==> src/rtl/fp_div.sv <==
// Sequential restoring floating-point divider, op3 = op1 / op2, one quotient bit per clock.
// state | meaning
// IDLE  | waiting for operands, in_ready high
// DIV   | restoring division, one quotient bit per edge
// NORM  | normalise quotient, form exponent, range check
// DONE  | result held until out_ready
module fp_div #(
    parameter int EXP_WIDTH  = 8,
    parameter int FRAC_WIDTH = 7
) (
    input  logic                  clk,
    input  logic                  rst,
    input  logic                  in_valid,
    output logic                  in_ready,
    input  logic                  op1_sign,
    input  logic [EXP_WIDTH-1:0]  op1_exp,
    input  logic [FRAC_WIDTH-1:0] op1_frac,
    input  logic                  op2_sign,
    input  logic [EXP_WIDTH-1:0]  op2_exp,
    input  logic [FRAC_WIDTH-1:0] op2_frac,
    output logic                  out_valid,
    input  logic                  out_ready,
    output logic                  op3_sign,
    output logic [EXP_WIDTH-1:0]  op3_exp,
    output logic [FRAC_WIDTH-1:0] op3_frac,
    output logic                  overflow,
    output logic                  underflow,
    output logic                  div_by_zero
);
    localparam int MW = FRAC_WIDTH + 1;
    localparam int QW = FRAC_WIDTH + 2;
    localparam int EW = EXP_WIDTH + 2;
    localparam int CW = $clog2(FRAC_WIDTH + 2);
    localparam logic [EW-1:0] BIAS      = EW'((1 << (EXP_WIDTH - 1)) - 1);
    localparam logic [EW-1:0] EXP_MAX   = EW'((1 << EXP_WIDTH) - 1);
    localparam logic [CW-1:0] ITER_LAST = CW'(FRAC_WIDTH + 1);

    typedef enum logic [1:0] {IDLE, DIV, NORM, DONE} state_t;
    state_t state_q, state_d;

    logic [QW-1:0]         rem_q;
    logic [QW-1:0]         quot_q;
    logic [MW-1:0]         divisor_q;
    logic [CW-1:0]         cnt_q;
    logic [EW-1:0]         exp_base_q;

    logic                  op1_zero, op2_zero;
    logic                  rem_ge;
    logic [QW-1:0]         rem_shift;
    logic                  norm_adj;
    logic [FRAC_WIDTH-1:0] norm_frac;
    logic [EW-1:0]         exp_norm;
    logic                  exp_ovf, exp_unf;

    assign op1_zero  = (op1_exp == '0) && (op1_frac == '0);
    assign op2_zero  = (op2_exp == '0) && (op2_frac == '0);
    assign rem_ge    = rem_q >= {1'b0, divisor_q};
    assign rem_shift = (rem_ge ? rem_q - {1'b0, divisor_q} : rem_q) << 1;

    // Quotient lies in (0.5, 2): either the integer bit or the next one is the leading 1.
    assign norm_adj  = ~quot_q[QW-1];
    assign norm_frac = quot_q[QW-1] ? quot_q[FRAC_WIDTH:1] : quot_q[FRAC_WIDTH-1:0];
    assign exp_norm  = exp_base_q - {{(EW-1){1'b0}}, norm_adj};
    assign exp_ovf   = !exp_norm[EW-1] && (exp_norm >= EXP_MAX);
    assign exp_unf   = exp_norm[EW-1] || (exp_norm == '0);

    always_ff @(posedge clk) begin
        if (rst) state_q <= IDLE;
        else     state_q <= state_d;
    end

    always_comb begin
        state_d   = state_q;
        in_ready  = 1'b0;
        out_valid = 1'b0;
        case (state_q)
            IDLE: begin
                in_ready = 1'b1;
                if (in_valid) state_d = (op1_zero || op2_zero) ? DONE : DIV;
            end
            DIV:  if (cnt_q == '0) state_d = NORM;
            NORM: state_d = DONE;
            DONE: begin
                out_valid = 1'b1;
                if (out_ready) state_d = IDLE;
            end
            default: state_d = IDLE;
        endcase
    end

    always_ff @(posedge clk) begin
        if (rst) begin
            rem_q       <= '0;
            quot_q      <= '0;
            divisor_q   <= '0;
            cnt_q       <= '0;
            exp_base_q  <= '0;
            op3_sign    <= 1'b0;
            op3_exp     <= '0;
            op3_frac    <= '0;
            overflow    <= 1'b0;
            underflow   <= 1'b0;
            div_by_zero <= 1'b0;
        end else begin
            case (state_q)
                IDLE: if (in_valid) begin
                    rem_q       <= {1'b0, 1'b1, op1_frac};
                    divisor_q   <= {1'b1, op2_frac};
                    quot_q      <= '0;
                    cnt_q       <= ITER_LAST;
                    exp_base_q  <= {2'b00, op1_exp} - {2'b00, op2_exp} + BIAS;
                    op3_sign    <= op1_sign ^ op2_sign;
                    op3_exp     <= '0;
                    op3_frac    <= '0;
                    overflow    <= 1'b0;
                    underflow   <= 1'b0;
                    div_by_zero <= 1'b0;
                    if (op2_zero) begin
                        op3_exp     <= '1;
                        op3_frac    <= op1_zero ? '1 : '0;
                        div_by_zero <= 1'b1;
                    end
                end
                DIV: begin
                    rem_q  <= rem_shift;
                    quot_q <= {quot_q[QW-2:0], rem_ge};
                    cnt_q  <= cnt_q - CW'(1);
                end
                NORM: begin
                    if (exp_ovf) begin
                        op3_exp  <= '1;
                        overflow <= 1'b1;
                    end else if (exp_unf) begin
                        underflow <= 1'b1;
                    end else begin
                        op3_exp  <= exp_norm[EXP_WIDTH-1:0];
                        op3_frac <= norm_frac;
                    end
                end
                default: ;
            endcase
        end
    end
endmodule

==> config.mk <==
export PLATFORM = sky130hd
export DESIGN_NAME = fp_div
export DESIGN_NICKNAME = d
export VERILOG_FILES = /design/src/rtl/fp_div.sv
export SDC_FILE = /design/constraint.sdc
export NUM_CORES = 1
export LEC_CHECK = 0
export BUFFER_PORTS_ARGS = -buffer_cell sky130_fd_sc_hd__buf_2
export CAP_MARGIN = 5
export CORE_UTILIZATION = 52
export DETAILED_ROUTE_END_ITERATION = 6
export PLACE_DENSITY = 0.77
export REMOVE_ABC_BUFFERS = 1
export SLEW_MARGIN = 20
export SYNTH_ARGS = -nofsm -noshare
export SYNTH_HDL_FRONTEND = slang
export SYNTH_SLANG_ARGS = --single-unit
==> constraint.sdc <==
create_clock -name clk -period 2.6 [get_ports clk]
set_clock_uncertainty 0.2 [all_clocks]
set_input_delay 0.52 -clock clk [delete_from_list [all_inputs] [get_ports clk]]
set_output_delay 0.52 -clock clk [all_outputs]
set_load 0.02 [all_outputs]
=== Word level (Yosys, flattened, before mapping) ===
Cells that the tools add are included.

* Output and inout port bits: 21
* Flip-flop bits (word level): 61
* Input bits: 36
* Word-level logic and storage cells: 87

* Order comparisons: 2
* Reduce and logical (&&, ||, !) cells: 22
* Bitwise logic cells: 2
* Mux-type cells: 33
* $add $sub $neg: 5
* Equality and inequality tests: 11

{| class="wikitable"
|+ Operators by type and width
! kind !! count
|-
| 7-bit two-way mux || 6
|-
| 8-bit two-way mux || 5
|-
| 9-bit one-hot mux with 2 select lines || 2
|-
| 9-bit two-way mux || 2
|-
| 8-bit zero test || 2
|-
| 8-bit one-hot mux with 2 select lines || 1
|-
| 7-bit zero test || 2
|-
| 2-bit inequality test (second input constant) || 7
|-
| 7-bit one-hot mux with 2 select lines || 1
|-
| 9-bit by 8-bit adder with 10-bit output (second input constant) || 1
|-
| 10-bit by 8-bit greater-or-equal comparator with 1-bit output (second input constant) || 1
|-
| 10-bit zero test || 1
|-
| 10-bit by 1-bit subtractor with 10-bit output || 1
|-
| 9-bit by 8-bit greater-or-equal comparator with 1-bit output || 1
|-
| 3-bit AND reduction || 3
|-
| 8-bit by 8-bit subtractor with 9-bit output || 1
|-
| 2-bit two-way mux || 4
|-
| 2-bit one-hot mux with 4 select lines || 1
|-
| 4-bit one-hot mux with 2 select lines || 1
|-
| 4-bit AND reduction || 2
|-
| 8-bit subtractor || 1
|-
| 1-bit two-way mux || 7
|-
| 2-bit equality test (second input constant) || 2
|-
| 4-bit zero test || 1
|-
| other kinds (13) || 19
|}

=== Logic depth before layout (Yosys ltp) ===
Gate-level depths: netlist of the first run.

* Depth after elaboration: 7
* Gate-level depth with buffers: 12
* Depth with buffers taken out: 10

=== Worst setup path before layout of the first run ===
OpenSTA, ideal clock, no wires.

* Kind: register to register
* From: reg quot_q[8]
* To: reg op3_exp[0]
* Data arrival time: 2.394 ns
* Library setup time: 0.126 ns
* Required time: 2.274 ns
* Cell stages (with the launch flop): 12
* Path buffers: 1
* Setup slack: -0.120 ns
* Path through: dfxtp_1 -> clkbuf_1 -> inv_1 -> ha_1 -> ha_1 -> nor3b_1 -> nand3_1 -> xnor2_1 -> o31ai_4 -> nand3_4 -> o21a_2 -> a31oi_1

* Longest elaborated chain between the ends: 6

{| class="wikitable"
|+ Ends and longest elaborated chain
! element !! line !! source
|-
| start: declaration || 42 || <nowiki>logic [QW-1:0] quot_q;</nowiki>
|-
| start signal: assignment || 126 || <nowiki>quot_q <= {quot_q[QW-2:0], rem_ge};</nowiki>
|-
| 1-bit NOT (*) || 61 || <nowiki>assign norm_adj = ~quot_q[QW-1];</nowiki>
|-
| 10-bit by 1-bit subtractor with 10-bit output (*) || 63 || <nowiki>assign exp_norm = exp_base_q - {{(EW-1){1'b0}}, norm_adj};</nowiki>
|-
| 10-bit by 8-bit greater-or-equal comparator with 1-bit output, or another cell as far along || 64 || <nowiki>assign exp_ovf = !exp_norm[EW-1] && (exp_norm >= EXP_MAX);</nowiki>
|-
| 1-bit logical AND or 1-bit logical OR (tied branches) || 64, 65 ||
|-
| 3-bit inequality test (no line) or 8-bit two-way mux (tied branches) || -- ||
|-
| 3-bit AND reduction (no line) or 8-bit one-hot mux with 2 select lines (tied branches) || -- ||
|-
| end signal: assignment || 136 || <nowiki>op3_exp <= exp_norm[EXP_WIDTH-1:0];</nowiki>
|-
| end: declaration || 24 || <nowiki>output logic [EXP_WIDTH-1:0] op3_exp,</nowiki>
|}

Every way passes the cells marked *; elsewhere a longest branch is shown, timed or not. The select of a mux whose other input is x is not followed.
A chain may end at the register's enable or synchronous reset.

=== Final worst setup path of the first run ===
* From: reg quot_q[8]
* To: reg op3_frac[6]

* Longest elaborated chain between the ends: 6

{| class="wikitable"
|+ Ends and longest elaborated chain
! element !! line !! source
|-
| 1-bit NOT || 61 ||
|-
| 10-bit by 1-bit subtractor with 10-bit output || 63 ||
|-
| 10-bit by 8-bit greater-or-equal comparator with 1-bit output, or another cell as far along || 64 ||
|-
| 1-bit logical AND or 1-bit logical OR (tied branches) || 64, 65 ||
|-
| 2-bit inequality test (no line) || -- ||
|-
| 4-bit AND reduction (no line) || -- ||
|-
| end signal: assignment || 120 || <nowiki>op3_frac <= op1_zero ? '1 : '0;</nowiki>
|-
| end signal: assignment || 137 || <nowiki>op3_frac <= norm_frac;</nowiki>
|-
| end: declaration || 25 || <nowiki>output logic [FRAC_WIDTH-1:0] op3_frac,</nowiki>
|}

Parallel ways exist; a longest one is shown, timed or not. The select of a mux whose other input is x is not followed.

==> impl.org, run 1 <==
** Setup path
- In this run the critical register-to-register path is captured at op3_frac[6].
- Arrival time of data at the critical path endpoint :: 2570 ps
- Depth of the critical timing path with buffers and inverters included :: 11
- Element type at the critical path end :: flip-flop
- The largest single stage delay on the critical path is 340 ps.
- Broken down by cell family, the worst path's largest delay share belongs to compound AO/OA/AOI/OAI gates.
- Buf/Inv on CP :: 3
- Cell at the slowest stage of the critical path :: sky130_fd_sc_hd__dfxtp_2
- The worst setup path is of the reg2reg kind.
- Counting cells, the worst reg-to-reg path comes to 11.
- Worst setup endpoint :: op3_frac[6]
- Launching instance or port of the critical path :: quot_q[8]
- Setup slack on the worst reg-to-reg path comes out at 90 ps.
- Worst-path fanout max :: 7
- Reg2Reg Launch Point :: quot_q[8]
- Required time worst endpoint :: 2670 ps
- The cell that appears most often on the critical path is sky130_fd_sc_hd__ha_4.
- STA classifies the critical path startpoint as a flip-flop.
- Walking the worst path, the cells encountered are inv_2 > ha_4 > ha_4 > buf_4 > xnor2_2 > nand4_1 > o41ai_4 > buf_6 > a21oi_4 > and2_4 > a211oi_2.

** Finish
- From synthesis to final layout, the design area changed by 25.5%.
- The number of antenna diodes in the final layout is 0.
- Net total in the final layout :: 640
- Of the cells placed in the final design, the portion with a size suffix greater than 1 is 0.251.
- Final Instance Area :: 4900 um2
- Final Non-Filler Cells :: 681

** Synth
- Total of warnings raised by yosys :: 0
- After synthesis, the mean cell area works out to 7.98 um2.
- In the synthesized netlist, the number of instances is 489.
- The share of the Yosys chip area taken by registers is 0.313.
- Count of flip-flops with a built-in enable after synthesis :: 0
- Dominant register cell in the synthesized netlist :: sky130_fd_sc_hd__dfxtp_1
- The cell area that synthesis handed to floorplanning was 3900 um2.
- Synthesis instantiated 59 different standard cells from the library.
- Counting flops and latches in the post-synthesis netlist gives 61.
- Of all flip-flops after synthesis, the portion carrying an async set or reset was 0.

** Timing
- Once routing completed, OpenROAD measured the worst setup slack at 94.0 ps.
- Final worst path period need :: 2510 ps
- Slew of the pin with the lowest slew margin :: 639 ps
- Headroom to the max-slew limit came out at 0.571.
- Total setup violations reported at the end of the flow :: 0
- The number of pins with negative max-slew slack in the final report was 0.
- Setup repair after global routing could not meet its margin everywhere.
- Derived from the worst setup path, the maximum achievable clock frequency is 0.399 GHz.
- The hold violation count in the final report is 0.
- Of the available clock period, the critical path in the final layout requires 0.964.

** CTS
- TritonCTS built the clock tree.
- Counting the buffers created by CTS gives 9.
- For this design, the CTS-stage hold fixing added 0 buffers.
- The tree is rooted in a sky130_fd_sc_hd__clkbuf_8.
- Clock-pin transition on the worst setup and hold timing paths :: 70 ps
- Clock latency on the worst-skew pair, taken at its later pin, is 350 ps.
- The clock passes through at most 2 buffers.
- Number of H-tree levels :: 3
- Clock sink count :: 61

** Routing
- Detailed Route Iter0 Violations :: 202
- After detailed routing, the average wire length per cell comes to 14.4 um.
- In the routed design, unresolved DRC markers number 0.
- The final route contains 3,917 vias.
- Detailed-routing iteration count for the pre-antenna-repair pass :: 6
- Vias per cell :: 5.75
- Aggregate routed wire length :: 9800 um
- Once detail routing completed, the nets flagged for antenna violations numbered 0.

** Place
- Placed cell count :: 659
- Detail Placement HPWL :: 6960 um
- Once placement finished, the instance area stood at 4510 um2.
- At the end of routability-driven placement, the weighted congestion stood at 0.864.
- Setup WS pre-CTS :: -232 ps
- Port-buffer cells :: 56

** Floorplan
- Starting utilization of the core area :: 0.538
- The die covers 7860 um2.
- 57 I/O pins were placed.
- Core region area :: 7250 um2
- Die W :: 88.6 um
- Standard-cell row count :: 31
- Die height :: 88.6 um

** Power
- The completed layout was analyzed and its total power is 0.00571 W.
- Largest vdd supply drop :: 0.000665 V
- For this design the ratio of total power to cell area is 1170 nW/um2.
- Static leakage power :: 2.03 nW

** GRT
- The via count of the first global-routing pass was 3,458.
- First-pass GRT wire length :: 15,500 um
- In the global route stage, overall resource usage came out at 0.256.
- Summed over all layers, the global routing overflow is 0.
- Pin count of the biggest net entering global routing :: 28
- The number of antenna violations at the first check in global routing was 0.

** Worst hold path
- Path type of the worst min-delay path :: in2reg

** Job
- Max-cap violations in this run came to 0.

** Status
- Status :: completed
metrics by stage:
| stage | util | setup TNS [ps] | hold WS, ps |
|---|---|---|---|
| finish | 0.675 | 0 | 220 |
| global route | 0.675 | -3.68 | 232 |
| CTS | 0.662 | 0 | 213 |
| detailed placement | 0.622 | -2940 | 244 |
| global placement | 0.622 | -1500 | 236 |
| floorplan | - | -3710 | 229 |
worst reg2reg max path: stages, from the launching register on:
cell	delay [ps]
sky130_fd_sc_hd__dfxtp_2	340
sky130_fd_sc_hd__inv_2	40
sky130_fd_sc_hd__ha_4	160
sky130_fd_sc_hd__ha_4	170
sky130_fd_sc_hd__buf_4	140
sky130_fd_sc_hd__xnor2_2	180
sky130_fd_sc_hd__nand4_1	200
sky130_fd_sc_hd__o41ai_4	330
sky130_fd_sc_hd__buf_6	180
sky130_fd_sc_hd__a21oi_4	80
sky130_fd_sc_hd__and2_4	200
sky130_fd_sc_hd__a211oi_2	210
cell usage after synthesis (10+ instances only):
cell	number	area, um2
sky130_fd_sc_hd__dfxtp_1	61	1220
sky130_fd_sc_hd__nand2_1	49	184
sky130_fd_sc_hd__nor2_1	46	173
sky130_fd_sc_hd__a21oi_1	39	195
sky130_fd_sc_hd__inv_1	32	120
sky130_fd_sc_hd__ha_1	25	313
sky130_fd_sc_hd__o21ai_0	23	115
sky130_fd_sc_hd__clkbuf_1	21	78.8
sky130_fd_sc_hd__xnor2_1	16	140
sky130_fd_sc_hd__nand2b_1	13	81.3
sky130_fd_sc_hd__a31oi_1	11	68.8
sky130_fd_sc_hd__mux2i_1	11	110
sky130_fd_sc_hd__nand4_1	11	68.8
sky130_fd_sc_hd__a211oi_1	10	75.1
sky130_fd_sc_hd__nor3b_1	10	75.1
worst min-delay path by stage:
stage / start / slack, ps / cells past startpoint / end
after floorplan: divisor_q[7] / 230 / 2 / divisor_q[7]
after global placement: op3_frac[3] / 240 / 2 / op3_frac[3]
after detailed placement: op3_frac[1] / 240 / 2 / op3_frac[1]
after CTS: op2_frac[4] / 210 / 3 / divisor_q[4]
after global routing: op2_frac[1] / 230 / 3 / divisor_q[1]
final: op2_frac[2] / 220 / 3 / divisor_q[2]
placed cells by master, fill, tap and decap left out, types with 10 or more instances in the layout:
master,instances
sky130_fd_sc_hd__a21oi_1,38
sky130_fd_sc_hd__nand2_1,49
sky130_fd_sc_hd__buf_2,56
sky130_fd_sc_hd__mux2i_1,11
sky130_fd_sc_hd__inv_1,30
sky130_fd_sc_hd__ha_1,23
sky130_fd_sc_hd__a211oi_1,10
sky130_fd_sc_hd__xnor2_1,14
sky130_fd_sc_hd__nand4_1,11
sky130_fd_sc_hd__buf_4,45
sky130_fd_sc_hd__nand2b_1,13
sky130_fd_sc_hd__nor2_1,46
sky130_fd_sc_hd__dfxtp_1,59
sky130_fd_sc_hd__a31oi_1,11
sky130_fd_sc_hd__clkbuf_8,11
sky130_fd_sc_hd__o21ai_0,21
layout make-up:
cell class | instances | area, um2
Tap cell | 99 | 124
Fill cell | 612 | 2350
Multi-Input combinational cell | 370 | 2560
Inverter | 32 | 120
Clock buffer | 12 | 155
Timing Repair Buffer | 103 | 641
Sequential cell | 61 | 1220
Clock inverter | 4 | 70.1
per-layer routing:
layer	up-vias	wire, um	global-route usage
met5	-	0	0
met4	0	301	0.139
met3	29	487	0.0354
met2	145	4650	0.435
met1	1826	4360	0.313
li1	1917	-	-
where the power goes:
group          total [W]  switching, W  internal (W)
logic            0.00336       0.00190       0.00146
registers        0.00138      0.000203       0.00117
clock network   0.000974      0.000385      0.000589
repair_timing:
action,in CTS,in global routing
gates cloned,2,0
pin swaps,4,12
gates resized for setup,6,17
setup endpoints to repair,15,24
setup buffers,2,4
cell families after synthesis:
logic type	synth area share
buffers and inverters	0.0615
AO/OA/AOI/OAI	0.219
flip-flops	0.313
XOR/XNOR	0.0561
multiplexers	0.0311
adder cells (fa/ha/maj)	0.0904
AND/OR/NAND/NOR	0.229
sequential cells by signal (all words and copies together), names as in the netlist:
| signal | flops |
|---|---|
| exp_base_q | 10 |
| underflow | 1 |
| op3_frac | 7 |
| op3_exp | 8 |
| divisor_q | 8 |
| cnt_q | 4 |
| op3_sign | 1 |
| rem_q | 9 |
| div_by_zero | 1 |
| overflow | 1 |
| quot_q | 9 |
| state_q | 2 |
No activity file was read; power rests on OpenSTA's default activity.
==> inputs of run 2 (changes only) <==
Settings changed: CORE_ASPECT_RATIO from default to 1.5.
==> impl.org, run 2 (synthesis results as in run 1) <==
** Timing
- The slew at the pin with the worst max-slew slack is 667 ps (+28.0 ps).
- Worst relative slew slack :: 0.555 (-0.0158)
- Worst hold slack :: 220 ps (+0.310 ps)
- Number of pins with negative max-slew slack in the final report :: 0 (unchanged)
- Hold violation total from the final report :: 0 (unchanged)
- The setup-violating endpoint count in the final report came to 0 (unchanged).
- The achievable frequency is 0.399 GHz (about the same).
- The setup slack of the critical path after layout is 92.3 ps (-1.66 ps).
- Final worst path period share :: 0.964 (about the same)
- The time the final worst path needs with I/O delays and setup was 2510 ps (+1.66 ps).

** Routing
- Antenna Nets Post-Route :: 0 (unchanged)
- M1 wire length :: 3820 um (-12%)
- Vias per cell :: 5.65 (-1.8%)
- The met3 wirelength from detailed routing came to 425 um (-13%).
- Length of routed met2 wiring :: 4920 um (+5.8%)
- Via count :: 3,797 (-3.1%)
- The number of remaining DRC errors was 0 (unchanged).
- The detailed-routing iteration count for the pre-antenna-repair pass came to 4 (-2).
- The routed length per placed instance is 13.9 um (-3.1%).
- Detailed Route Iter0 Violations :: 323 (+60%)
- Aggregate routed wire length :: 9370 um (-4.4%)
- The highest layer touched by signal routing is met4.

** Worst hold path
- The worst hold path terminates at divisor_q[0].
- The cell depth of the worst hold path is 3 (unchanged).
- Startpoint of the worst hold path :: op2_frac[0]
- The worst hold path belongs to the class in2reg.

** Floorplan
- Floorplan die area :: 7860 um2 (about the same)
- Standard-cell row count :: 38 (+23%)
- The overall die height came to 108 um (+22%).
- Number of I/O pins :: 57 (unchanged)
- The floorplan core area came to 7230 um2 (-0.36%).
- The effective utilization at floorplan came to 0.540 (+0.00196).
- The floorplan die width came to 72.7 um (-18%).

** Power
- The leakage power was 1.99 nW (-1.9%).
- The power per standard cell area is 1150 nW/um2 (-1.8%).
- Switching part of the total power :: 0.432 (-0.00435)
- Largest vdd supply drop :: 0.000543 V (-18%)
- The internal power is 0.00315 W (-2.2%).
- The part of the power in registers was 0.252 (+0.011).
- Switching power :: 0.00239 W (-3.9%)
- Share of power burned in combinational logic :: 0.588 (about the same)
- The clock share of power is 0.160 (-0.011).
- The total power draw was 0.00554 W (-2.9%).

** Finish
- Largest Register :: exp_base_q
- Final Non-Filler Cells :: 672 (-1.3%)
- From synthesis to final layout, the design area changed by 24.0%.
- Largest regs :: exp_base_q x10, quot_q x9, rem_q x9
- Number of flip-flops in the largest register :: 10 (unchanged)
- Leaving out fill and tap cells, the most frequent cell in the layout is sky130_fd_sc_hd__dfxtp_1.
- The share of layout cells above drive strength 1 is 0.238 (-0.0131).
- The core utilization of the finished layout is 0.670 (-0.00568).
- Leaving out fill and tap cells, the most frequent cells in the layout are sky130_fd_sc_hd__dfxtp_1 (61), sky130_fd_sc_hd__buf_2 (56), sky130_fd_sc_hd__nand2_1 (49).
- The filler cell count in the final layout is 656 (+7.2%).
- The post-layout net count was 630 (-1.6%).
- The number of antenna diodes was 0 (unchanged).

** CTS
- Clock-pin transition on the worst setup and hold timing paths :: 70 ps (about the same)
- The number of buffers added to fix hold violations after cts came to 0 (unchanged).
- In this run the clock root is driven by a sky130_fd_sc_hd__clkbuf_8.
- The CTS H-tree depth was 3 (unchanged).
- Clock sink count :: 61 (unchanged)
- The clock insertion delay at the later pin of the skew report is 350 ps (about the same).
- The number of buffers inserted during clock tree synthesis is 9 (unchanged).
- Maximum clock path buffer count :: 2 (unchanged)
- TritonCTS built the clock tree.

** Setup path
- Most used cell along the critical path :: sky130_fd_sc_hd__a21o_1
- Walking the worst path, the cells encountered are buf_2 > ha_1 > a21o_1 > a21o_1 > or3_1 > a2111oi_4 > buf_4 > xor2_1 > a211oi_1.
- End of the worst register-to-register path :: op3_exp[3]
- Number of cells traversed by the worst register-to-register path :: 10 (-1)
- Arrival time of data at the critical path endpoint :: 2520 ps (-50 ps)
- The sum of buffers and inverters on the critical path is 2 (-1).
- The endpoint required time on the critical path was 2610 ps (-60 ps).
- Cell at the slowest stage of the critical path :: sky130_fd_sc_hd__a2111oi_4
- STA classifies the critical path endpoint as a flip-flop.
- WS Path Type :: in2reg
- Crit path max-delay family :: compound AO/OA/AOI/OAI gates
- The delay contributed by the slowest stage of the critical path was 420 ps (+80 ps).
- Startpoint kind of the worst setup timing path :: primary input
- The worst register-to-register path begins at quot_q[8].
- The critical-path maximum fanout came to 3 (-4).
- Reg2reg setup slack :: 120 ps (+30 ps)

** Place
- Setup WS pre-CTS :: -267 ps (-35.1 ps)
- Placed cell count :: 652 (-1.1%)
- Port-buffer cells :: 56 (unchanged)
- Placer Congestion :: 0.853 (-1.3%)
- The HPWL after detailed placement was 6950 um (-0.21%).

** GRT
- Aggregate global-route resource usage :: 0.252 (-0.00376)
- First-pass GRT wire length :: 15,500 um (+0.36%)
- Number of global-route vias before repair :: 3,530 (+2.1%)
- The number of antenna violations at the first check in global routing is 0 (unchanged).
- GRT overflow :: 0 (unchanged)
- Pin count of the biggest net entering global routing :: 28 (unchanged)

** Job
- The count of maximum capacitance violations is 0 (unchanged).

** Status
- The flow ran to the end, and the final reports show no timing, DRC or antenna violations.
==> run 2: repair_timing <==
item	4_1_cts	5_1_grt
pin swaps	1	8
buffers inserted	0	3
hold endpoints to repair	0	0
resized for setup	3	16
gates cloned	0	1
setup endpoints to repair	9	24
==> run 2: worst max-delay path by stage <==
stage / start / slack [ps] / endpoint / cells after the start
6_report: op1_exp[3] / 90 / exp_base_q[6] / 9
5_1_grt: quot_q[8] / -60 / op3_exp[3] / 10
4_1_cts: quot_q[8] / 30 / op3_exp[6] / 11
3_5_place_dp: op1_exp[0] / -270 / exp_base_q[7] / 11
3_3_place_gp: op1_exp[0] / -190 / exp_base_q[7] / 11
2_1_floorplan: quot_q[8] / -310 / op3_frac[0] / 10
==> run 2: tightest hold or removal path, stage by stage <==
cell	delay (ps)
sky130_fd_sc_hd__buf_2	100
sky130_fd_sc_hd__nand2_1	50
sky130_fd_sc_hd__a21oi_1	50
==> run 2: layout make-up <==
type                            instances  area [um2]  share of cell area
Tap cell                              100         125              0.0259
Clock inverter                          3        42.5             0.00879
Sequential cell                        61        1220               0.252
Timing Repair Buffer                   95         603               0.125
Clock buffer                           13         169              0.0349
Inverter                               32         120              0.0248
Multi-Input combinational cell        368        2560               0.529
==> run 2: metal layers <==
layer  vias to the layer above  global-route usage
met5                         -                   0
met4                         0               0.108
met3                        21              0.0522
met2                       116               0.447
met1                      1755               0.289
li1                       1905                   -
==> run 2: metrics by stage <==
step	TNS (ps)	cell area (um2)
final	0	4840
after global routing	-295	4840
after CTS	0	4690
after global placement	-644	4460
after detailed placement	-1480	4460
after floorplan	-3710	3780
==> run 2: power by group through the flow <==
stage | combinational (W) | sequential [W] | clock [W]
final | 0.00326 | 0.00140 | 0.000885
after global routing | 0.00361 | 0.00143 | 0.000943
after CTS | 0.00300 | 0.00139 | 0.000896
after detailed placement | 0.00296 | 0.00140 | 0
after global placement | 0.00288 | 0.00139 | 0
after floorplan | 0.00204 | 0.00144 | 0
